**config.mk**
```make
export PLATFORM = sky130hd
export DESIGN_NAME = data_bus_arbiter
export DESIGN_NICKNAME = d
export VERILOG_FILES = /design/src/rtl/data_bus_arbiter.sv
export SDC_FILE = /design/constraint.sdc
export NUM_CORES = 1
export LEC_CHECK = 0
export ABC_AREA = 1
export CELL_PAD_IN_SITES_DETAIL_PLACEMENT = 0
export CELL_PAD_IN_SITES_GLOBAL_PLACEMENT = 1
export CORE_MARGIN = 4
export CORE_UTILIZATION = 21
export DETAILED_ROUTE_END_ITERATION = 8
export PLACE_DENSITY = 0.88
export REMOVE_ABC_BUFFERS = 1
export SLEW_MARGIN = 20
export SYNTH_ARGS = -nofsm -noshare
export SYNTH_HDL_FRONTEND = slang
export SYNTH_SLANG_ARGS = --single-unit
```
**constraint.sdc**
```tcl
create_clock -name clk -period 2.77 [get_ports clk]
set_input_delay 0.554 -clock clk [delete_from_list [all_inputs] [get_ports clk]]
set_output_delay 0.554 -clock clk [all_outputs]
set_load 0.05 [all_outputs]
```
**src/rtl/data_bus_arbiter.sv**
```systemverilog
// Round-robin arbiter and bus multiplexer for the shared 8-bit data-memory bus.
// One registered one-hot grant; the owner's addr/wr/rd/wdata are steered to the slaves.
module data_bus_arbiter #(
  parameter int NUM_MASTERS = 4,
  parameter int MAX_HOLD    = 16,
  parameter int HOLD_W      = 5
) (
  input  logic                     clk,
  input  logic                     rst,
  input  logic [NUM_MASTERS-1:0]   mst_req,
  input  logic [NUM_MASTERS-1:0]   mst_lock,
  output logic [NUM_MASTERS-1:0]   mst_grant,
  input  logic [NUM_MASTERS*8-1:0] mst_addr,
  input  logic [NUM_MASTERS-1:0]   mst_wr,
  input  logic [NUM_MASTERS-1:0]   mst_rd,
  input  logic [NUM_MASTERS*8-1:0] mst_wdata,
  output logic [7:0]               slv_addr,
  output logic                     slv_wr,
  output logic                     slv_rd,
  output logic [7:0]               slv_wdata,
  output logic [2:0]               grant_idx,
  output logic                     bus_busy,
  output logic                     dbg_state
);

  typedef enum logic {
    S_IDLE  = 1'b0,
    S_OWNED = 1'b1
  } state_t;

  localparam logic [HOLD_W-1:0] HOLD_LIMIT = HOLD_W'(MAX_HOLD);
  localparam logic [2:0]        LAST_IDX   = 3'(NUM_MASTERS - 1);

  state_t                 r_state;
  logic [NUM_MASTERS-1:0] r_grant;
  logic [2:0]             r_idx;
  logic [2:0]             r_ptr;
  logic [HOLD_W-1:0]      r_hold;
  logic                   r_busy;

  logic                     w_owner_req;
  logic                     w_owner_lock;
  logic                     w_others;
  logic                     w_preempt;
  logic [NUM_MASTERS-1:0]   w_cand;
  logic [2*NUM_MASTERS-1:0] w_dbl;
  logic [NUM_MASTERS-1:0]   w_rot;
  logic                     w_found;
  logic [2:0]               w_off;
  logic [3:0]               w_sum;
  logic [2:0]               w_win;
  logic [NUM_MASTERS-1:0]   w_win_oh;
  logic [2:0]               w_ptr_nxt;

  // Owner attributes are taken through the one-hot grant, so no index decode is needed.
  assign w_owner_req  = |(mst_req & r_grant);
  assign w_owner_lock = |(mst_lock & r_grant);
  assign w_others     = |(mst_req & ~r_grant);

  assign w_preempt = (r_state == S_OWNED) && (MAX_HOLD != 0) && (r_hold == HOLD_LIMIT) &&
                     w_owner_req && w_others && !w_owner_lock;

  // A preempted owner sits out this search; otherwise a dropped owner has req=0 anyway.
  assign w_cand = w_preempt ? (mst_req & ~r_grant) : mst_req;

  // Rotate candidates so bit 0 is the RR pointer, pick the lowest set bit, rotate back.
  assign w_dbl = {w_cand, w_cand} >> r_ptr;
  assign w_rot = w_dbl[NUM_MASTERS-1:0];

  always_comb begin
    w_found = 1'b0;
    w_off   = 3'd0;
    for (int k = NUM_MASTERS - 1; k >= 0; k--) begin
      if (w_rot[k]) begin
        w_found = 1'b1;
        w_off   = 3'(k);
      end
    end
  end

  assign w_sum     = {1'b0, r_ptr} + {1'b0, w_off};
  assign w_win     = (w_sum >= 4'(NUM_MASTERS)) ? 3'(w_sum - 4'(NUM_MASTERS)) : w_sum[2:0];
  assign w_win_oh  = NUM_MASTERS'(1) << w_win;
  assign w_ptr_nxt = (w_win == LAST_IDX) ? 3'd0 : w_win + 3'd1;

  always_ff @(posedge clk or negedge rst) begin
    if (!rst) begin
      r_state <= S_IDLE;
      r_grant <= '0;
      r_idx   <= 3'd0;
      r_ptr   <= 3'd0;
      r_hold  <= '0;
      r_busy  <= 1'b0;
    end else begin
      case (r_state)
        S_IDLE: begin
          if (w_found) begin
            r_state <= S_OWNED;
            r_grant <= w_win_oh;
            r_idx   <= w_win;
            r_ptr   <= w_ptr_nxt;
            r_hold  <= '0;
            r_busy  <= 1'b1;
          end
        end
        S_OWNED: begin
          if (w_owner_req && !w_preempt) begin
            if (r_hold != HOLD_LIMIT) begin
              r_hold <= r_hold + 1'b1;
            end
          end else if (w_found) begin
            r_grant <= w_win_oh;
            r_idx   <= w_win;
            r_ptr   <= w_ptr_nxt;
            r_hold  <= '0;
          end else begin
            r_state <= S_IDLE;
            r_grant <= '0;
            r_idx   <= 3'd0;
            r_hold  <= '0;
            r_busy  <= 1'b0;
          end
        end
        default: begin
          r_state <= S_IDLE;
          r_grant <= '0;
          r_busy  <= 1'b0;
        end
      endcase
    end
  end

  // Grant is one-hot or zero, so OR-ing the gated buses selects exactly the owner.
  always_comb begin
    slv_addr  = 8'h00;
    slv_wdata = 8'h00;
    slv_wr    = 1'b0;
    slv_rd    = 1'b0;
    for (int k = 0; k < NUM_MASTERS; k++) begin
      slv_addr  = slv_addr  | (mst_addr[8*k +: 8]  & {8{r_grant[k]}});
      slv_wdata = slv_wdata | (mst_wdata[8*k +: 8] & {8{r_grant[k]}});
      slv_wr    = slv_wr    | (mst_wr[k] & r_grant[k]);
      slv_rd    = slv_rd    | (mst_rd[k] & r_grant[k]);
    end
  end

  assign mst_grant = r_grant;
  assign grant_idx = r_idx;
  assign bus_busy  = r_busy;
  assign dbg_state = r_state;

endmodule
```
# == After elaboration in Yosys (flattened, before gate mapping) ==
# Cells that the tools add are included.
# word_totals
ff_bits,17
output_inout_bits,27
# op_classes
n_addsub,4
n_lt_le_gt_ge,1
eq_ne,7
n_shift,2
muxes,33
bitwise_logic,33
n_reduce_logical,13
# op_table
operator,n
8-bit bitwise AND,8
8-bit bitwise OR,6
3-bit 2-to-1 mux,7
4-bit 2-to-1 mux,4
5-bit 2-to-1 mux,3
4-bit bitwise AND,3
3-bit one-hot mux with 2 select lines,2
4-bit OR reduction,3
5-bit one-hot mux with 2 select lines,1
1-bit 2-to-1 mux,9
1-bit bitwise AND,8
2-bit 2-to-1 mux,4
4-bit one-hot mux with 2 select lines,1
8-bit by 3-bit >> shifter with 4-bit output,1
"2-bit != test, second input constant",3
1-bit bitwise OR,6
"5-bit by 1-bit adder with 5-bit output, second input constant",1
"5-bit equality test, second input constant",1
1-bit logical AND,5
"5-bit != test, second input constant",1
3-bit by 2-bit adder with 4-bit output,1
"4-bit by 3-bit >= comparator with 1-bit output, second input constant",1
4-bit inverter,1
1-bit one-hot mux with 2 select lines,2
other kinds (9),11

# == Logic depth before layout (Yosys ltp) ==
# depth
ltp_word,19
mapped_depth,23
depth_no_buf,23

# == Worst setup path after synthesis ==
# No wires, ideal clock.
# synth_path
path_kind,register to register
start,"register r_grant[0], in the netlist mst_grant[0]"
end,register r_ptr[0]
setup_ps,123
t_arrival_ps,2970
setup_slack_ps,-324
path_stages_with_launch,23
n_path_buf,0
synth_period_minus_slack_ps,3094
cell_sequence,dfrtp_1 inv_1 nand2_1 nand2_1 nor2_1 nor2_1 nand2_2 nand2_2 nand2_1 nand2_1 nand2_1 nand2_1 nand2_2 nand2_1 a21boi_0 ha_1 inv_1 fa_1 inv_1 ha_1 inv_1 o21ai_0 o21ai_2
# synth_between
elab_chain_cells,19
word_cells_on_any_way,34
# synth_lines
item,line_no,text
"start, declared",35,logic [NUM_MASTERS-1:0] r_grant;
"start signal, assigned",99,r_grant <= w_win_oh;
"start signal, assigned",112,r_grant <= w_win_oh;
4-bit bitwise AND / 4-bit inverter (equally long branches),"56, 58, 64",
4-bit OR reduction / 4-bit bitwise AND (equally long branches),"56, 58, 64",
1-bit logical AND / 4-bit OR reduction (equally long branches),"60, 58",
1-bit logical AND (2 in series),61,w_owner_req && w_others && !w_owner_lock;
4-bit 2-to-1 mux,64,assign w_cand = w_preempt ? (mst_req & ~r_grant) : mst_req;
8-bit by 3-bit >> shifter with 4-bit output,67,"assign w_dbl = {w_cand, w_cand} >> r_ptr;"
2-bit 2-to-1 mux (4 in series),74,if (w_rot[k]) begin
3-bit by 2-bit adder with 4-bit output,81,"assign w_sum = {1'b0, r_ptr} + {1'b0, w_off};"
4-bit by 3-bit >= comparator with 1-bit output / 3-bit subtractor (equally long branches),82,assign w_win = (w_sum >= 4'(NUM_MASTERS)) ? 3'(w_sum - 4'(NUM_MASTERS)) : w_sum[2:0];
3-bit 2-to-1 mux,82,
3-bit by 1-bit adder with 3-bit output / 3-bit by 2-bit equality test with 1-bit output (equally long branches),84,assign w_ptr_nxt = (w_win == LAST_IDX) ? 3'd0 : w_win + 3'd1;
3-bit 2-to-1 mux,84,
3-bit 2-to-1 mux,"97, 111",
3-bit 2-to-1 mux,107,if (w_owner_req && !w_preempt) begin
3-bit one-hot mux with 2 select lines,95,case (r_state)
"end signal, assigned",101,r_ptr <= w_ptr_nxt;
"end signal, assigned",114,r_ptr <= w_ptr_nxt;
"end, declared",37,logic [2:0] r_ptr;
# Several ways; a longest one is shown, not always the timed one. The select of a mux whose other input is x is not followed.
# A chain may end at the register's enable or synchronous reset.

# == Worst setup path in the final report ==
# layout_path
start,register r_hold[0]
end,"register r_grant[2], in the netlist mst_grant[2]"
# layout_between
elab_chain_cells,18
word_cells_on_any_way,29
# layout_lines
item,line_no,text
"start, declared",38,logic [HOLD_W-1:0] r_hold;
"start signal, assigned",109,r_hold <= r_hold + 1'b1;
5-bit equality test (*),60,assign w_preempt = (r_state == S_OWNED) && (MAX_HOLD != 0) && (r_hold == HOLD_LIMIT) &&
1-bit logical AND (*) (2 in series),60,
1-bit logical AND (*) (2 in series),61,
4-bit 2-to-1 mux,64,
8-bit by 3-bit >> shifter with 4-bit output,67,
2-bit 2-to-1 mux (4 in series),74,
3-bit by 2-bit adder with 4-bit output,81,
4-bit by 3-bit >= comparator with 1-bit output / 3-bit subtractor (equally long branches),82,
3-bit 2-to-1 mux,82,
1-bit by 3-bit left shift with 4-bit output,83,assign w_win_oh = NUM_MASTERS'(1) << w_win;
4-bit 2-to-1 mux,111,end else if (w_found) begin
4-bit 2-to-1 mux,107,
4-bit one-hot mux with 2 select lines,95,
# Mark *: on every way between the ends. The rest lies on a longest branch, timed or not. The select of a mux whose other input is x is not followed.

==> summary.txt <==
Run status
  – Status: finished with violations
  – Failing checks: setup timing

Clock tree
  – Total CTS buffers: 3
  – Clock tree sinks: 17
  – CTS tree: built
  – Clock-pin slew on the worst setup and hold paths: 70 ps
  – Hold Buf Count CTS: 0
  – Clk buf depth: 2
  – Root Buffer: clkbuf_8
  – H-tree depth: 1
  – Latest clock arrival within the worst-skew pair: 260 ps

STA
  – Fin Clk Skew: 5.591 ps
  – Period minus WS final: 2952 ps
  – Setup tns final: -1012 ps
  – Post-route clock period utilization: 1.066
  – Worst hold slack: 515.0 ps
  – Max_slew headroom: 0.4633
  – Final setup viols: 8
  – Count of final hold-check violations: 0
  – RSZ-0062 raised after global routing: yes
  – Worst-Margin Slew: 802.6 ps
  – Fmax: 338.8 MHz
  – Final worst setup slack: -181.6 ps
  – Fin. max-slew vios: 0

Place
  – Placed insts: 533
  – I/O Buffers: 108
  – Post-DP HPWL: 5.495 mm
  – Routability Congestion: 0.8336

Logic synthesis
  – Syn avg cell area: 6.074 um2
  – Most numerous cell in the Yosys netlist: nand2_1
  – Mux cell area share after synthesis: 0
  – Top cells by area, synth: nand2_1 27%, dfrtp_1 24%, nand4_1 8.2%
  – Top cells by count, synth: 127 x nand2_1, 25 x inv_1, 25 x nand3_1, 23 x nand4_1, 17 x dfrtp_1
  – Post-synthesis cell area: approximately 1700 um2
  – Top FF cell, synth: dfrtp_1
  – Synth area leader: nand2_1
  – Post-synth top area share: 0.2725
  – Synthesized flop and latch total: 17
  – Yosys warns: 0
  – Post-synth EDFFs: 0
  – Asr flop ratio synth: 1.000
  – Distinct cells, synth: 27
  – Synth Area in Compound Gates: 0.06080
  – Largest family of logic cells by synthesized area: simple AND/OR/NAND/NOR gates
  – Post-Synth Adder-Cell Area: 0.07582
  – Mapped Cells: 288
  – Simple-gate share of the synthesized area: 0.5243
  – Xor/xnor share of the synthesized area: 0.005007
  – Sequential area share after synthesis: 0.2432

Worst setup path
  – Crit Path Max Fanout: 4
  – WP data arrival: 3110 ps
  – Worst reg-to-reg path cell count: 22
  – Crit. End Element: flip-flop
  – CP Launch Type: flip-flop
  – CP Class: flip-flop to flip-flop
  – CP required: approximately 3000 ps

Run
  – Max Cap Violations: 0

Finish
  – # diodes: 0
  – Area occupied by multi-input gates: about 1400 um2
  – # nets final: about 550
  – Area delta synth->final: 104.7%
  – Non-filler instance count after layout: 560
  – Fillers: 809
  – Post-layout util: 0.4380
  – Share of layout cells above drive strength 1: 0.3385
  – Sequential cell area: approximately 430 um2

Power and ir drop
  – Lkg Pwr: 1.691 nW
  – Power Total: about 0.0035 W
  – PD cells: 969.2 nW/um2
  – VDD IR max: approximately 320 uV

Hold path
  – Worst hold stages: 2
  – Hold Crit Class: flip-flop to flip-flop

GRT
  – Initial antenna violation count: 0
  – Vias in the first global route: 2452
  – Total global routing track utilization: 0.1389
  – First-pass GRT wire length: 11.47 mm
  – Grt ovf: 0
  – Largest net degree at the start of global routing: 20

Detailed routing
  – Drc violations: 0
  – Detailed router's first-iteration violation count: 59
  – Antenna Nets Post-Route: 0
  – Wirelength, routed: 7.082 mm
  – Mean routed wirelength per cell: approximately 13 um
  – Routed vias: between 2k and 2.5k
  – Drt first pass iters: 4
  – Drt via density: between 4 and 5

Floorplanning
  – Die Span Y: between 90 and 100 um
  – Die X: 99.27 um
  – Initial Utilization: 0.2140
  – # IOs: 109
  – Die ar.: 9854 um2
  – Row cnt: 33
  – Core region area: around 8000 um2
-- metrics by stage --
stage                     area [um2]  worst slack (ps)
final                           3581            -181.6
after global routing            3581            -368.4
after CTS                       3531            -231.8
after detailed placement        3174            -844.9
after global placement          3174            -665.0
after floorplan                 1699            -602.8
-- cell usage in the layout, fill, tap and decap left out, drive strengths merged --
master,instances
ha,9
nor3b,1
clkbuf,3
o21ai,9
a31oi,2
buf,82
a21oi,3
clkdlybuf4s50,82
clkinv,1
fa,1
dfrtp,17
nor2,18
nor3,1
xnor2,1
nand3,25
a21boi,1
o21a,1
dlygate4sd2,8
inv,29
nand2,138
nand4,23
-- sequential cells by signal, indices dropped and copies added, names as in the netlist --
register,count
r_ptr,3
r_hold,5
grant_idx,3
dbg_state,1
bus_busy,1
mst_grant,4
-- routing by layer --
layer  global-route usage  routed length (um)  vias up
met5                    0                   0        -
met4              0.02941                  83        0
met3              0.03086                 528        8
met2               0.2639                3599       80
met1               0.1573                2870     1108
li1                     -                   -     1263
-- worst max-delay path, cell delays in order (launching register included) --
cell	delay [ps]
dfrtp_1	390
inv_2	90
ha_4	140
nand2_4	50
nor2_4	110
nand2_2	50
nor2_2	90
nand2_2	100
nand2_2	100
nand3_2	80
nand3_2	90
nand2_2	60
inv_2	70
nand2_2	50
a21boi_2	130
ha_2	200
inv_2	40
fa_2	540
inv_2	60
buf_6	120
ha_4	140
nand4_1	70
nand2_1	60
-- cells by family (layout without fill, tap and decap cells) --
family | Yosys count | in the layout
AND/OR/NAND/NOR | 206 | 206
AO/OA/AOI/OAI | 16 | 16
adder cells (fa/ha/maj) | 10 | 10
buffers and inverters | 38 | 205
XOR/XNOR | 1 | 1
flip-flops | 17 | 17
-- cell type report --
cell class / count / share of cell area
sequential: 17 / 0.1191
clock inverter: 1 / 0.001398
inverter: 29 / 0.03040
timing repair buffer: 172 / 0.4238
clock buffer: 3 / 0.01153
tap: 105 / 0.03669
multi-input combinational: 233 / 0.3770
-- final timing paths --
path | startpoint | endpoint | slack, ps
min in group asynchronous | rst | bus_busy$_DFFE_PN0P_ | 760
worst max register to register | r_hold[0]$_DFFE_PN0P_ | mst_grant[2]$_DFFE_PN0P_ | -180
worst max-delay path | r_hold[0]$_DFFE_PN0P_ | mst_grant[2]$_DFFE_PN0P_ | -180
max in group asynchronous | rst | mst_grant[0]$_DFFE_PN0P_ | 1470
worst min-delay path | grant_idx[1]$_DFFE_PN0P_ | grant_idx[1]$_DFFE_PN0P_ | 510
worst min register to register | grant_idx[1]$_DFFE_PN0P_ | grant_idx[1]$_DFFE_PN0P_ | 510
-- what timing repair did --
item	4_1_cts	5_1_grt
resized for setup	47	21
endpoints found under the setup margin	11	15
pin swaps	34	18
gates cloned	0	0
setup buffers	25	2
-- power by group --
part           switching, W  leakage, nW  internal, W
clock network     0.0000935       0.0255     0.000100
logic               0.00167         1.45      0.00121
registers         0.0000761        0.220     0.000322
total               0.00184         1.69      0.00163
Power figures use the tool's default switching activity.
